$ cat src/rtl/square_motion_pkg.sv
// ---------------------------------------------------------------------------
// square_motion_pkg
// Shared definitions for the square motion controller: FSM state encoding,
// reset colour, speed range and the small colour/speed sequencing helpers.
// ---------------------------------------------------------------------------
package square_motion_pkg;

  typedef enum logic [1:0] {
    PAUSE = 2'd0,
    RUN   = 2'd1,
    UPD_X = 2'd2,
    UPD_Y = 2'd3
  } state_e;

  localparam logic [2:0] COLOR_RESET = 3'b100;
  localparam logic [2:0] SPEED_MIN   = 3'd1;
  localparam logic [2:0] SPEED_MAX   = 3'd4;

  // Colour steps 1..7 and wraps to 1, so black (000) is never produced.
  function automatic logic [2:0] next_color(input logic [2:0] c);
    return (c == 3'd7) ? 3'd1 : c + 3'd1;
  endfunction

  function automatic logic [2:0] next_speed(input logic [2:0] s);
    return (s == SPEED_MAX) ? SPEED_MIN : s + 3'd1;
  endfunction

endpackage

$ cat src/rtl/square_motion_ctrl_key_debounce.sv
// ---------------------------------------------------------------------------
// key_debounce
// One key input: 2-FF synchroniser, optional debounce filter, rising-edge
// detect producing a single-cycle press pulse.
// Configuration macro: SQUARE_MOTION_DEBOUNCE_EN enables the debounce filter;
// when undefined the synchroniser output feeds the edge detect directly.
// Ports:
//   clk, reset     clock, asynchronous active-high reset
//   key_in         raw asynchronous key level (active high)
//   press          one-cycle pulse on an accepted rising edge
// ---------------------------------------------------------------------------
module key_debounce #(
  parameter int DEBOUNCE_CYCLES = 500000
) (
  input  logic clk,
  input  logic reset,
  input  logic key_in,
  output logic press
);

  logic sync1_q, sync2_q;
  logic level;
  logic prev_q;

  // NOTE: the reset is in the sensitivity list so the flops clear
  // asynchronously; all sequential state uses non-blocking assignments so
  // every flop samples the pre-edge values of the others.
  always_ff @(posedge clk or posedge reset) begin
    if (reset) begin
      sync1_q <= 1'b0;
      sync2_q <= 1'b0;
      prev_q  <= 1'b0;
    end else begin
      sync1_q <= key_in;
      sync2_q <= sync1_q;
      prev_q  <= level;
    end
  end

`ifdef SQUARE_MOTION_DEBOUNCE_EN
  localparam int CNT_W = $clog2(DEBOUNCE_CYCLES + 1);
  localparam logic [CNT_W-1:0] CNT_LAST = CNT_W'(DEBOUNCE_CYCLES - 1);

  logic             level_q, level_d;
  logic [CNT_W-1:0] cnt_q, cnt_d;

  // The accepted level only follows the synchronised input after it has
  // differed for DEBOUNCE_CYCLES consecutive cycles; any return to the
  // accepted level restarts the count.
  // NOTE: every signal written here gets a default first, so no path
  // leaves a value unassigned and no latch is inferred.
  always_comb begin
    level_d = level_q;
    cnt_d   = '0;
    if (sync2_q != level_q) begin
      if (cnt_q == CNT_LAST) begin
        level_d = sync2_q;
      end else begin
        cnt_d = cnt_q + 1'b1;
      end
    end
  end

  always_ff @(posedge clk or posedge reset) begin
    if (reset) begin
      level_q <= 1'b0;
      cnt_q   <= '0;
    end else begin
      level_q <= level_d;
      cnt_q   <= cnt_d;
    end
  end

  assign level = level_q;
`else
  localparam int unused_debounce_cycles = DEBOUNCE_CYCLES;
  assign level = sync2_q;
`endif

  assign press = level & ~prev_q;

endmodule

$ cat src/rtl/square_motion_ctrl.sv
// ---------------------------------------------------------------------------
// square_motion_ctrl
// Frame-synchronous position/colour controller for the VGA square renderer.
// Detects the start of vertical blanking, then steps X and Y (with edge
// bounce) once per frame and applies pending colour changes.
// Configuration macro: SQUARE_MOTION_DEBOUNCE_EN (key debounce filter).
// Ports:
//   clk, reset    clock, asynchronous active-high reset
//   key_sw[3:0]   [0] run/pause, [1] next colour, [2] next speed, [3] unused
//   display_on    visible-area flag (not used for sequencing)
//   hpos, vpos    current VGA pixel column / line
//   sq_x, sq_y    registered square top-left corner
//   sq_color      registered square RGB
//   frame_tick    one-cycle pulse at start of vertical blank
// ---------------------------------------------------------------------------
module square_motion_ctrl
  import square_motion_pkg::*;
#(
  parameter int HPOS_WIDTH      = 10,
  parameter int VPOS_WIDTH      = 10,
  parameter int SCREEN_W        = 640,
  parameter int SCREEN_H        = 480,
  parameter int SQ_SIZE         = 32,
  parameter int DEBOUNCE_CYCLES = 500000
) (
  input  logic                  clk,
  input  logic                  reset,
  input  logic [3:0]            key_sw,
  input  logic                  display_on,
  input  logic [HPOS_WIDTH-1:0] hpos,
  input  logic [VPOS_WIDTH-1:0] vpos,
  output logic [HPOS_WIDTH-1:0] sq_x,
  output logic [VPOS_WIDTH-1:0] sq_y,
  output logic [2:0]            sq_color,
  output logic                  frame_tick
);

  localparam logic [HPOS_WIDTH-1:0] XMAX    = HPOS_WIDTH'(SCREEN_W - SQ_SIZE);
  localparam logic [VPOS_WIDTH-1:0] YMAX    = VPOS_WIDTH'(SCREEN_H - SQ_SIZE);
  localparam logic [VPOS_WIDTH-1:0] VB_LINE = VPOS_WIDTH'(SCREEN_H);

  logic unused_inputs;
  assign unused_inputs = display_on ^ key_sw[3];

  // Key command pulses
  logic press_run, press_color, press_speed;

  key_debounce #(.DEBOUNCE_CYCLES(DEBOUNCE_CYCLES)) u_key_run (
    .clk(clk), .reset(reset), .key_in(key_sw[0]), .press(press_run));
  key_debounce #(.DEBOUNCE_CYCLES(DEBOUNCE_CYCLES)) u_key_color (
    .clk(clk), .reset(reset), .key_in(key_sw[1]), .press(press_color));
  key_debounce #(.DEBOUNCE_CYCLES(DEBOUNCE_CYCLES)) u_key_speed (
    .clk(clk), .reset(reset), .key_in(key_sw[2]), .press(press_speed));

  // State
  state_e                state_q, state_d;
  logic [HPOS_WIDTH-1:0] x_q, x_d;
  logic [VPOS_WIDTH-1:0] y_q, y_d;
  logic                  dir_x_q, dir_x_d;   // 1 = moving +
  logic                  dir_y_q, dir_y_d;
  logic [2:0]            color_q, color_d;
  logic [2:0]            pend_color_q, pend_color_d;
  logic [2:0]            speed_q, speed_d;
  logic [2:0]            step_speed_q, step_speed_d; // speed frozen for this frame
  logic                  pause_pend_q, pause_pend_d;
  logic                  cond_q, cond_d;
  logic                  tick_q, tick_d;

  // Frame detect: tick only on the rising edge of cond, so a pixel held for
  // several cycles still yields one tick.
  assign cond_d = (hpos == '0) && (vpos == VB_LINE);
  assign tick_d = cond_d & ~cond_q;

  // Step arithmetic one bit wider than the coordinate so pos + s never wraps.
  logic [HPOS_WIDTH:0] x_sum;
  logic [VPOS_WIDTH:0] y_sum;
  assign x_sum = {1'b0, x_q} + (HPOS_WIDTH+1)'(speed_q);
  assign y_sum = {1'b0, y_q} + (VPOS_WIDTH+1)'(step_speed_q);

  always_comb begin
    state_d      = state_q;
    x_d          = x_q;
    y_d          = y_q;
    dir_x_d      = dir_x_q;
    dir_y_d      = dir_y_q;
    color_d      = color_q;
    pend_color_d = press_color ? next_color(pend_color_q) : pend_color_q;
    speed_d      = press_speed ? next_speed(speed_q) : speed_q;
    step_speed_d = step_speed_q;
    pause_pend_d = pause_pend_q;

    unique case (state_q)
      PAUSE: begin
        if (tick_q)    color_d = pend_color_q;
        if (press_run) state_d = RUN;
      end
      RUN: begin
        if (tick_q) begin
          state_d      = UPD_X;
          pause_pend_d = press_run;
        end else if (press_run) begin
          state_d = PAUSE;
        end
      end
      UPD_X: begin
        step_speed_d = speed_q;
        if (dir_x_q) begin
          if (x_sum >= {1'b0, XMAX}) begin
            x_d     = XMAX;
            dir_x_d = 1'b0;
          end else begin
            x_d = x_sum[HPOS_WIDTH-1:0];
          end
        end else begin
          if (x_q <= HPOS_WIDTH'(speed_q)) begin
            x_d     = '0;
            dir_x_d = 1'b1;
          end else begin
            x_d = x_q - HPOS_WIDTH'(speed_q);
          end
        end
        if (press_run) pause_pend_d = 1'b1;
        state_d = UPD_Y;
      end
      UPD_Y: begin
        if (dir_y_q) begin
          if (y_sum >= {1'b0, YMAX}) begin
            y_d     = YMAX;
            dir_y_d = 1'b0;
          end else begin
            y_d = y_sum[VPOS_WIDTH-1:0];
          end
        end else begin
          if (y_q <= VPOS_WIDTH'(step_speed_q)) begin
            y_d     = '0;
            dir_y_d = 1'b1;
          end else begin
            y_d = y_q - VPOS_WIDTH'(step_speed_q);
          end
        end
        color_d      = pend_color_q;
        state_d      = (pause_pend_q || press_run) ? PAUSE : RUN;
        pause_pend_d = 1'b0;
      end
      default: state_d = RUN;
    endcase
  end

  always_ff @(posedge clk or posedge reset) begin
    if (reset) begin
      state_q      <= RUN;
      x_q          <= XMAX >> 1;
      y_q          <= YMAX >> 1;
      dir_x_q      <= 1'b1;
      dir_y_q      <= 1'b1;
      color_q      <= COLOR_RESET;
      pend_color_q <= COLOR_RESET;
      speed_q      <= SPEED_MIN;
      step_speed_q <= SPEED_MIN;
      pause_pend_q <= 1'b0;
      cond_q       <= 1'b0;
      tick_q       <= 1'b0;
    end else begin
      state_q      <= state_d;
      x_q          <= x_d;
      y_q          <= y_d;
      dir_x_q      <= dir_x_d;
      dir_y_q      <= dir_y_d;
      color_q      <= color_d;
      pend_color_q <= pend_color_d;
      speed_q      <= speed_d;
      step_speed_q <= step_speed_d;
      pause_pend_q <= pause_pend_d;
      cond_q       <= cond_d;
      tick_q       <= tick_d;
    end
  end

  assign sq_x       = x_q;
  assign sq_y       = y_q;
  assign sq_color   = color_q;
  assign frame_tick = tick_q;

endmodule
$ cat config.mk
export PLATFORM = sky130hd
export DESIGN_NAME = square_motion_ctrl
export DESIGN_NICKNAME = d
export VERILOG_FILES = /design/src/rtl/square_motion_pkg.sv /design/src/rtl/square_motion_ctrl_key_debounce.sv /design/src/rtl/square_motion_ctrl.sv
export SDC_FILE = /design/constraint.sdc
export NUM_CORES = 1
export LEC_CHECK = 0
export CAP_MARGIN = 20
export CORE_MARGIN = 3
export CORE_UTILIZATION = 60
export CTS_BUF_LIST = sky130_fd_sc_hd__clkbuf_4
export DETAILED_ROUTE_END_ITERATION = 10
export PLACE_DENSITY = 0.87
export SLEW_MARGIN = 20
export SYNTH_ARGS = -nofsm -noshare
export SYNTH_HDL_FRONTEND = slang
export SYNTH_HIERARCHICAL = 1
export SYNTH_SLANG_ARGS = --single-unit
$ cat constraint.sdc
create_clock -name clk -period 7.6 [get_ports clk]
set_input_delay 1.52 -clock clk [delete_from_list [all_inputs] [get_ports clk]]
set_output_delay 1.52 -clock clk [all_outputs]
set_load 0.1 [all_outputs]
# Word-level counts from Yosys, hierarchy flattened
# Cells that the tools add are included.
# classes
n_eq_ne	11
magnitude_cmp	4
mux	24
add_sub_neg	6
n_bitwise	8
reduce_logical	9
# ops
cell	n
10-bit 2-to-1 mux	6
10-bit by 3-bit adder with 11-bit output	2
10-bit by 3-bit less-or-equal comparator with 1-bit output	2
10-bit by 3-bit subtractor with 10-bit output	2
11-bit by 10-bit >= comparator with 1-bit output, second input constant	1
11-bit by 9-bit >= comparator with 1-bit output, second input constant	1
10-bit by 9-bit equality test with 1-bit output, second input constant	1
10-bit zero test	1
1-bit 2-to-1 mux	9
3-bit 2-to-1 mux	3
2-bit != test, second input constant	4
2-bit case mux with 4 select lines	1
3-bit by 1-bit adder with 3-bit output, second input constant	2
3-bit equality test, second input constant	2
2-bit 2-to-1 mux	3
3-bit case mux with 2 select lines	1
1-bit AND	4
2-bit equality test, second input constant	2
1-bit NOT	4
2-bit AND reduction	2
3-bit != test, second input constant	1
1-bit case mux with 3 select lines	1
3-bit AND reduction	1
3-bit nonzero test	1
5 further kinds	5
# totals
register_bits	48
word_cells	83
output_inout_bits	24

# Logic depth before layout (Yosys ltp)
# Gate-level depths: netlist of run 1.
# depth
depth_word	5
ltp_mapped	12
depth_no_buf	11

# Modules after synthesis
# Netlist of run 1, hierarchy kept.
# by_module_without_submodules
mod	instances	cells_per_inst	area_each_um2
square_motion_ctrl	1	364	3074.2
key_debounce	3	5	92.6

# Least setup slack after synthesis of run 1
# No wires, ideal clock.
# synth_timing
kind	reg-to-reg
start	register x_q[0], in the netlist sq_x[0]
end	register x_q[3], in the netlist sq_x[3]
slack_ps	4563
path_stages_with_launch	9
arrival_time_ps	2903
period_less_slack_ps	3037
n_path_buf	0
setup_ps	134
required_time_ps	7466
path_cell_list	dfrtp_1 ha_1 fa_1 or4_1 a41o_1 o211ai_2 o22ai_1 a221oi_1 o22ai_1
# synth_between
elab_chain_cells	4
word_cells_on_any_way	7
classes_between	add/sub (2); order compare (2); mux (3)
# synth_rtl
element	line	text
from (decl)	square_motion_ctrl.sv:57	logic [HPOS_WIDTH-1:0] x_q, x_d;
from (signal assigned)	square_motion_ctrl.sv:152	x_q <= XMAX >> 1;
10-bit by 3-bit adder with 11-bit output	square_motion_ctrl.sv:77	assign x_sum = {1'b0, x_q} + (HPOS_WIDTH+1)'(speed_q);
11-bit by 10-bit >= comparator with 1-bit output	square_motion_ctrl.sv:108	if (x_sum >= {1'b0, XMAX}) begin
10-bit 2-to-1 mux	square_motion_ctrl.sv:108	
10-bit 2-to-1 mux *	square_motion_ctrl.sv:107	if (dir_x_q) begin
# Mark *: on every way between the ends. The rest lies on a longest branch, timed or not.
# A chain may end at the register's enable or synchronous reset.

# Worst setup path after layout of run 1
# layout_timing
start	register y_q[6], in the netlist sq_y[6]
end	output sq_y[6]
# layout_rtl
element	line	text
from (decl)	square_motion_ctrl.sv:58	logic [VPOS_WIDTH-1:0] y_q, y_d;
from (signal assigned)	square_motion_ctrl.sv:153	y_q <= YMAX >> 1;
from (signal assigned)	square_motion_ctrl.sv:166	y_q <= y_d;
to (decl)	square_motion_ctrl.sv:33	output logic [VPOS_WIDTH-1:0] sq_y,
# No word-level cell between the ends.

==> results of run 1 <==
## power groups by stage
| stage | Combinational [mW] | Sequential, mW | Clock (mW) |
|---|---|---|---|
| finish | 0.114 | 0.299 | 0.184 |
| detailed placement | 0.115 | 0.303 | 0 |
| floorplan | 0.0815 | 0.297 | 0 |
| global placement | 0.105 | 0.302 | 0 |
| global route | 0.130 | 0.302 | 0.195 |
| CTS | 0.114 | 0.299 | 0.187 |
## logic make-up after synthesis
kind of cell,synth area share
xor+xnor,0.007840
buf+inv,0.06383
fa+ha+maj,0.08361
mux,0.02016
compound gates,0.2520
simple gates,0.2094
flops,0.3632
## per-layer routing
metal	wire (µm)	GRT usage	part of all wire
met1	3315	0.3488	0.41
met2	3950	0.4594	0.49
met3	718	0.06208	0.088
met4	138	0.09628	0.017
met5	0	0	0
## cells in the final DEF (no fill, tap or decap), drive strengths merged, types with 4 or more instances in the layout
| master | n |
|---|---|
| clkdlybuf4s50 | 48 |
| o21ai | 36 |
| dfrtp | 35 |
| nand2 | 34 |
| nor2 | 30 |
| inv | 28 |
| a21oi | 18 |
| ha | 16 |
| dfstp | 13 |
| nor3 | 13 |
| nor2b | 12 |
| nand3 | 9 |
| a31oi | 9 |
| nor4 | 9 |
| o22ai | 8 |
| nand2b | 6 |
| and3 | 5 |
| o21a | 5 |
| a211o | 5 |
| clkbuf | 5 |
| a221o | 4 |
| fa | 4 |
## final cells by class
| cell class | instances | area [µm²] |
|---|---|---|
| repair buffers | 49 | 488.0 |
| flip-flops and latches | 48 | 1217 |
| fillers | 403 | 1354 |
| clock inverters | 2 | 60.06 |
| multi-input cells | 280 | 1921 |
| inverters | 28 | 105.1 |
| well taps | 70 | 87.58 |
| clock buffers | 5 | 37.54 |
## registers in the layout (all words and copies together) (netlist names), 3 cells and up, named ones only
signal	cells
pend_color_q	3
speed_q	3
sq_color	3
sq_x	10
sq_y	10
step_speed_q	3
## per-stage QoR
step	cells	cell area (µm²)	util	total power, mW	hold WS, ns
floorplan	379	3352	-	0.3781	0.3312
global placement	475	3819	0.7246	0.4076	0.3343
detailed placement	475	3819	0.7246	0.4184	0.3426
CTS	482	3916	0.7431	0.6005	0.3689
global route	482	3916	0.7431	0.6275	0.3738
finish	482	3916	0.7431	0.5968	0.3650
## cells in the mapped netlist, types with 4 or more instances
| cell type | count | area (µm²) |
|---|---|---|
| sky130_fd_sc_hd__dfrtp_1 | 35 | 875.8 |
| sky130_fd_sc_hd__nand2_1 | 34 | 127.6 |
| sky130_fd_sc_hd__nor2_1 | 30 | 112.6 |
| sky130_fd_sc_hd__inv_1 | 28 | 105.1 |
| sky130_fd_sc_hd__o21ai_0 | 27 | 135.1 |
| sky130_fd_sc_hd__a21oi_1 | 18 | 90.09 |
| sky130_fd_sc_hd__ha_1 | 16 | 200.2 |
| sky130_fd_sc_hd__dfstp_2 | 13 | 341.6 |
| sky130_fd_sc_hd__nor3_1 | 12 | 60.06 |
| sky130_fd_sc_hd__clkbuf_1 | 11 | 41.29 |
| sky130_fd_sc_hd__buf_2 | 9 | 45.04 |
| sky130_fd_sc_hd__nand3_1 | 9 | 45.04 |
| sky130_fd_sc_hd__a31oi_1 | 8 | 50.05 |
| sky130_fd_sc_hd__nor2b_1 | 8 | 50.05 |
| sky130_fd_sc_hd__nor4_1 | 8 | 50.05 |
| sky130_fd_sc_hd__o22ai_1 | 8 | 50.05 |
| sky130_fd_sc_hd__nand2b_1 | 6 | 37.54 |
| sky130_fd_sc_hd__o21ai_1 | 6 | 30.03 |
| sky130_fd_sc_hd__a211o_1 | 5 | 43.79 |
| sky130_fd_sc_hd__and3_1 | 5 | 31.28 |
| sky130_fd_sc_hd__o21a_1 | 5 | 37.54 |
| sky130_fd_sc_hd__a221o_1 | 4 | 40.04 |
| sky130_fd_sc_hd__fa_1 | 4 | 80.08 |
## worst min-delay path by stage
stage / end / slack (ns) / startpoint
floorplan: u_key_color/level$_DFF_PP0_ / 0.33 / u_key_color/sync1_q$_DFF_PP0_
global route: u_key_speed/level$_DFF_PP0_ / 0.37 / u_key_speed/sync1_q$_DFF_PP0_
global placement: u_key_color/level$_DFF_PP0_ / 0.33 / u_key_color/sync1_q$_DFF_PP0_
finish: u_key_speed/level$_DFF_PP0_ / 0.37 / u_key_speed/sync1_q$_DFF_PP0_
detailed placement: u_key_color/level$_DFF_PP0_ / 0.34 / u_key_color/sync1_q$_DFF_PP0_
CTS: u_key_speed/level$_DFF_PP0_ / 0.37 / u_key_speed/sync1_q$_DFF_PP0_
==> results by group, run 1 <==
Outcome
  – Status: finished, final reports clean

Route
  – Starting DRC count in detailed routing: 380
  – Detailed-routing iteration count for the pre-antenna-repair pass: 4
  – Total number of vias: 3,087
  – Drt wl/cell: 16.85 µm
  – Antenna-violating nets left: 0
  – Post-route DRC: 0
  – Final wirelength: 8.122 mm
  – Average vias per placed instance: 6.405

Synthesis
  – Sequential element share of the synthesized area: 0.3632
  – Number of enable flip-flop cells after synthesis: 0
  – Synth Instances: 379
  – Share of flip-flops with an asynchronous set or reset: 1.000
  – Syn_nets: 426
  – Prevailing post-synth register cell: sky130_fd_sc_hd__dfrtp_1
  – Syn Std Cell Area: 3352 µm²
  – #FFs+latches synth: 48
  – Syn avg cell area: 8.844 µm²
  – Unique masters post-synth: 74
  – Number of warnings issued by yosys: 6

STA
  – Unrepaired setup endpoints after global routing: no
  – Highest Clock Rate: 265.5 MHz
  – Total setup violations reported at the end of the flow: 0
  – Final worst setup slack: 3.833 ns
  – Final cycle utilization of the critical path: 0.4957
  – Slew HR: 0.3408
  – Final Slew Violations: 0
  – Final sum of negative setup slack: 0 ns
  – Setup skew after layout: 0.01856 ns
  – Hold Fails Final Rpt: 0
  – Final min period: 3.767 ns
  – Pin slew with the least headroom to its limit: 0.9857 ns

Power and ir drop
  – Part of the power in registers: 0.501
  – Net switching power of the design: 0.1643 mW
  – Clock share of power: 0.309
  – Maximum ir drop on the vdd rail: 0.0001809 V
  – Leakage power: 1.642 nW
  – Design internal power: 0.4325 mW
  – Switching share of power: 0.2753
  – Power per Cell Area: 152.4 nW/µm²
  – Combinational power share: 0.190

Cells and area
  – Final layout net count: 459
  – Syn-to-layout area delta: 16.83%
  – Share of layout cells above drive strength 1: 0.1092
  – Total inserted antenna cells: 0

Place
  – Setup Slack @ Placement: 4.251 ns
  – Post-DP HPWL: 5.968 mm
  – IO Port Bufs: 48
  – Weighted congestion at the end of routability-driven global placement: 0.9887

Clock network
  – Post-CTS Hold Buffers: 0
  – CTS HTree Levels: 2
  – Clock latency reported for the late side of the worst-skew pair: 0.37 ns
  – TritonCTS clock tree: yes
  – Count of buffers added by post-CTS timing repair for setup: 0
  – Cell at the root of the clock tree: sky130_fd_sc_hd__clkbuf_4
  – CTS Buf Count: 5
  – Number of cells upsized or downsized after cts: 0
  – Post-CTS clock slew at the launch and capture registers of the worst setup and hold paths: 0.13 ns
  – Buffers from clock root to sink, at most: 2
  – Clock net sink count: 48

Worst setup path
  – Buffer and inverter count on the worst path: 1
  – Top cell family by delay on the critical path: buffers and inverters
  – Endpoint of the worst setup timing path: sq_y[6]
  – Register-to-register path setup slack: 4.68 ns
  – R2R Path End: sq_y[0]$_DFFE_PP0P_
  – Kind of critical path: flip-flop to output pin
  – CP Depth: 1
  – Slowest cell on the critical path: sky130_fd_sc_hd__clkdlybuf4s50_1
  – Crit-path max FO: 14
  – Critical register-to-register path startpoint: sq_y[0]$_DFFE_PP0P_
  – Kind of capture point of the worst setup path: output pin
  – Worst-case reg-to-reg path depth: 9
  – Data arrival time at the worst-slack endpoint: 2.25 ns
  – Cell-by-cell listing of the critical path: clkdlybuf4s50_1
  – Required arrival time at the worst endpoint: 6.08 ns
  – Start point of the critical path: sq_y[6]$_DFFE_PP1P_
  – CP peak stage delay: 1.18 ns
  – Kind of start point of the critical path: flip-flop

Floorplan
  – Die H: 80.75 µm
  – Die Wd: 80.75 µm
  – Total Die Area: 6520 µm²
  – Starting Density: 0.6360
  – Rows: 26
  – CORE AREA: 5270 µm²
  – Io pins: 51

Global routing
  – Largest net degree at the start of global routing: 40
  – GRT Overall Usage: 0.2739
  – First-pass GRT wire length: 13.88 mm
  – Overflow left after global routing: 0
  – Vias in the first global route: 3,035
  – Antenna violations before repair: 0

Worst hold path
  – Worst min path class: flip-flop to flip-flop
  – Min-Delay Path Depth: 0

Job
  – Maximum Capacitance Violations: 0
(Power assumes the default switching activity.)
==> inputs of run 2 (changes only) <==
- CORE_UTILIZATION: 60 -> 51
- PLACE_DENSITY: 0.87 -> 0.79
- clock period: 7.6 -> 3.03 ns (I/O delays scaled with it)
==> run 2 against run 1 <==
Net effect: core utilization down 11 points; global-route usage fell by 5.7 points; sequential cell count unchanged; critical path type is now flip-flop to flip-flop; largest cell class unchanged; largest power group unchanged.
==> results by group, run 2 (synthesis results as in run 1) <==
Worst setup path
  – Crit-path max FO: 8
  – Cell-by-cell listing of the critical path: ha_1 > fa_1 > nor2b_2 > or4b_1 > o21ai_1 > mux2i_2 > o21ai_4 > o21ai_1 > a41oi_2
  – Kind of critical path: flip-flop to flip-flop
  – Start point of the critical path: sq_x[0]$_DFFE_PP0P_
  – Data arrival time at the worst-slack endpoint: 3.07 ns
  – Register-to-register path setup slack: 0.26 ns
  – Kind of capture point of the worst setup path: flip-flop
  – Most frequent cell on the critical path: sky130_fd_sc_hd__o21ai_1
  – Slowest cell on the critical path: sky130_fd_sc_hd__or4b_1
  – Kind of start point of the critical path: flip-flop
  – Required arrival time at the worst endpoint: 3.33 ns
  – R2R Path End: sq_x[4]$_DFFE_PP1P_
  – Buffer and inverter count on the worst path: 0
  – Top cell family by delay on the critical path: compound AO/OA/AOI/OAI gates
  – Critical register-to-register path startpoint: sq_x[0]$_DFFE_PP0P_
  – Worst-case reg-to-reg path depth: 9
  – CP peak stage delay: 0.47 ns

Global routing
  – Largest net degree at the start of global routing: 26
  – Vias in the first global route: 2,932
  – Overflow left after global routing: 0
  – First-pass GRT wire length: 13.28 mm
  – GRT Overall Usage: 0.2170
  – Antenna violations before repair: 0

Clock network
  – Number of cells upsized or downsized after cts: 0
  – Clock net sink count: 48
  – Clock latency reported for the late side of the worst-skew pair: 0.37 ns
  – Cell at the root of the clock tree: sky130_fd_sc_hd__clkbuf_4
  – Buffers from clock root to sink, at most: 2
  – TritonCTS clock tree: yes
  – Post-CTS clock slew at the launch and capture registers of the worst setup and hold paths: 0.15 ns
  – Count of buffers added by post-CTS timing repair for setup: 0
  – CTS Buf Count: 5
  – Post-CTS Hold Buffers: 0
  – CTS HTree Levels: 2

STA
  – Highest Clock Rate: 361.2 MHz
  – Final sum of negative setup slack: 0 ns
  – Slew HR: 0.4207
  – Final Hold Slack: 0.3761 ns
  – Unrepaired setup endpoints after global routing: no
  – Total setup violations reported at the end of the flow: 0
  – Setup skew after layout: 0.02140 ns
  – Pin slew with the least headroom to its limit: 0.8671 ns
  – Final Slew Violations: 0
  – Final cycle utilization of the critical path: 0.9138
  – Hold Fails Final Rpt: 0
  – Final worst setup slack: 0.2613 ns
  – Final min period: 2.769 ns

Route
  – Antenna-violating nets left: 0
  – Detailed-routing iteration count for the pre-antenna-repair pass: 5
  – Uppermost layer routed: met4
  – Metal-1 WL: 3.448 mm
  – Total number of vias: 3,014
  – WL met3: 427 µm
  – Starting DRC count in detailed routing: 262
  – Post-route DRC: 0
  – Drt wl/cell: 15.81 µm
  – Final wirelength: 7.745 mm
  – WL met2: 3.797 mm
  – Average vias per placed instance: 6.151

Cells and area
  – Share of layout cells above drive strength 1: 0.1783
  – Syn-to-layout area delta: 15.75%
  – Most frequent cells in the layout: sky130_fd_sc_hd__nand2_1 (34), sky130_fd_sc_hd__dfrtp_1 (33), sky130_fd_sc_hd__nor2_1 (30)
  – Total inserted antenna cells: 0
  – Final std cell area, no fill: 3880 µm²
  – Most frequent standard cell in the layout excluding fill and tap cells: sky130_fd_sc_hd__nand2_1
  – Final layout net count: 461

Power and ir drop
  – Power per Cell Area: 369.0 nW/µm²
  – Part of the power in registers: 0.525
  – Leakage power: 1.694 nW
  – Net switching power of the design: 0.4215 mW
  – Maximum ir drop on the vdd rail: 0.0002485 V
  – Clock share of power: 0.276
  – Switching share of power: 0.2944
  – Design internal power: 1.010 mW
  – Combinational power share: 0.199

Place
  – IO Port Bufs: 48
  – Area post-placement: 3795 µm²
  – Weighted congestion at the end of routability-driven global placement: 0.9706
  – Setup Slack @ Placement: 0.2938 ns
  – Post-DP HPWL: 5.908 mm

Floorplan
  – Io pins: 51
  – Rows: 28
  – Die Wd: 87.07 µm
  – Starting Density: 0.5467
  – CORE AREA: 6131 µm²
  – Total Die Area: 7581 µm²
  – Die H: 87.07 µm

Worst hold path
  – Startpoint of the worst hold path: u_key_color/sync1_q$_DFF_PP0_
  – Min-Delay Path Depth: 0
  – Endpoint of the worst hold path: u_key_color/level$_DFF_PP0_
  – Worst min path class: flip-flop to flip-flop

Job
  – Maximum Capacitance Violations: 0

Outcome
  – Status: finished, final reports clean
run 2: changes by cell type in the layout (fill, tap and decap cells not counted), sizes merged:
cell / delta
buf: +26
clkinv: +2
clkdlybuf4s50: -24
bufinv: -1
run 2: power groups by stage:
| stage | Clock, mW | Combinational (mW) | Sequential, mW |
|---|---|---|---|
| after floorplan | 0 | 0.204 | 0.744 |
| after global placement | 0 | 0.269 | 0.760 |
| after detailed placement | 0 | 0.287 | 0.765 |
| after CTS | 0.406 | 0.286 | 0.754 |
| after global routing | 0.429 | 0.331 | 0.762 |
| final | 0.395 | 0.285 | 0.752 |
run 2: area by class of cell:
cell class,instances,area [µm²]
Timing Repair Buffer,51,455.4
Inverter,28,105.1
Sequential cell,48,1220
Clock buffer,5,37.54
Fill cell,532,2251
Multi-Input combinational cell,280,1921
Clock inverter,3,47.55
Tap cell,75,93.84
run 2: worst max path at each step:
stage / end / cells after the start
2_1_floorplan: sq_x[3]$_DFFE_PP0P_ / 8
3_5_place_dp: sq_x[3]$_DFFE_PP0P_ / 9
6_report: sq_x[4]$_DFFE_PP1P_ / 9
4_1_cts: sq_x[4]$_DFFE_PP1P_ / 9
3_3_place_gp: sq_x[3]$_DFFE_PP0P_ / 9
5_1_grt: sq_x[1]$_DFFE_PP0P_ / 9
run 2: layer usage:
metal	vias up	global-route usage
met5	-	0
met4	0	0.05241
met3	8	0.03406
met2	120	0.3720
met1	1438	0.2864
li1	1448	-
run 2: stage by stage:
| stage | total power, mW | utilization | std cells |
|---|---|---|---|
| 6_report | 1.432 | 0.6329 | 490 |
| 5_1_grt | 1.522 | 0.6329 | 490 |
| 4_1_cts | 1.446 | 0.6329 | 490 |
| 3_5_place_dp | 1.052 | 0.6190 | 482 |
| 3_3_place_gp | 1.029 | 0.6190 | 482 |
| 2_1_floorplan | 0.9484 | - | 379 |
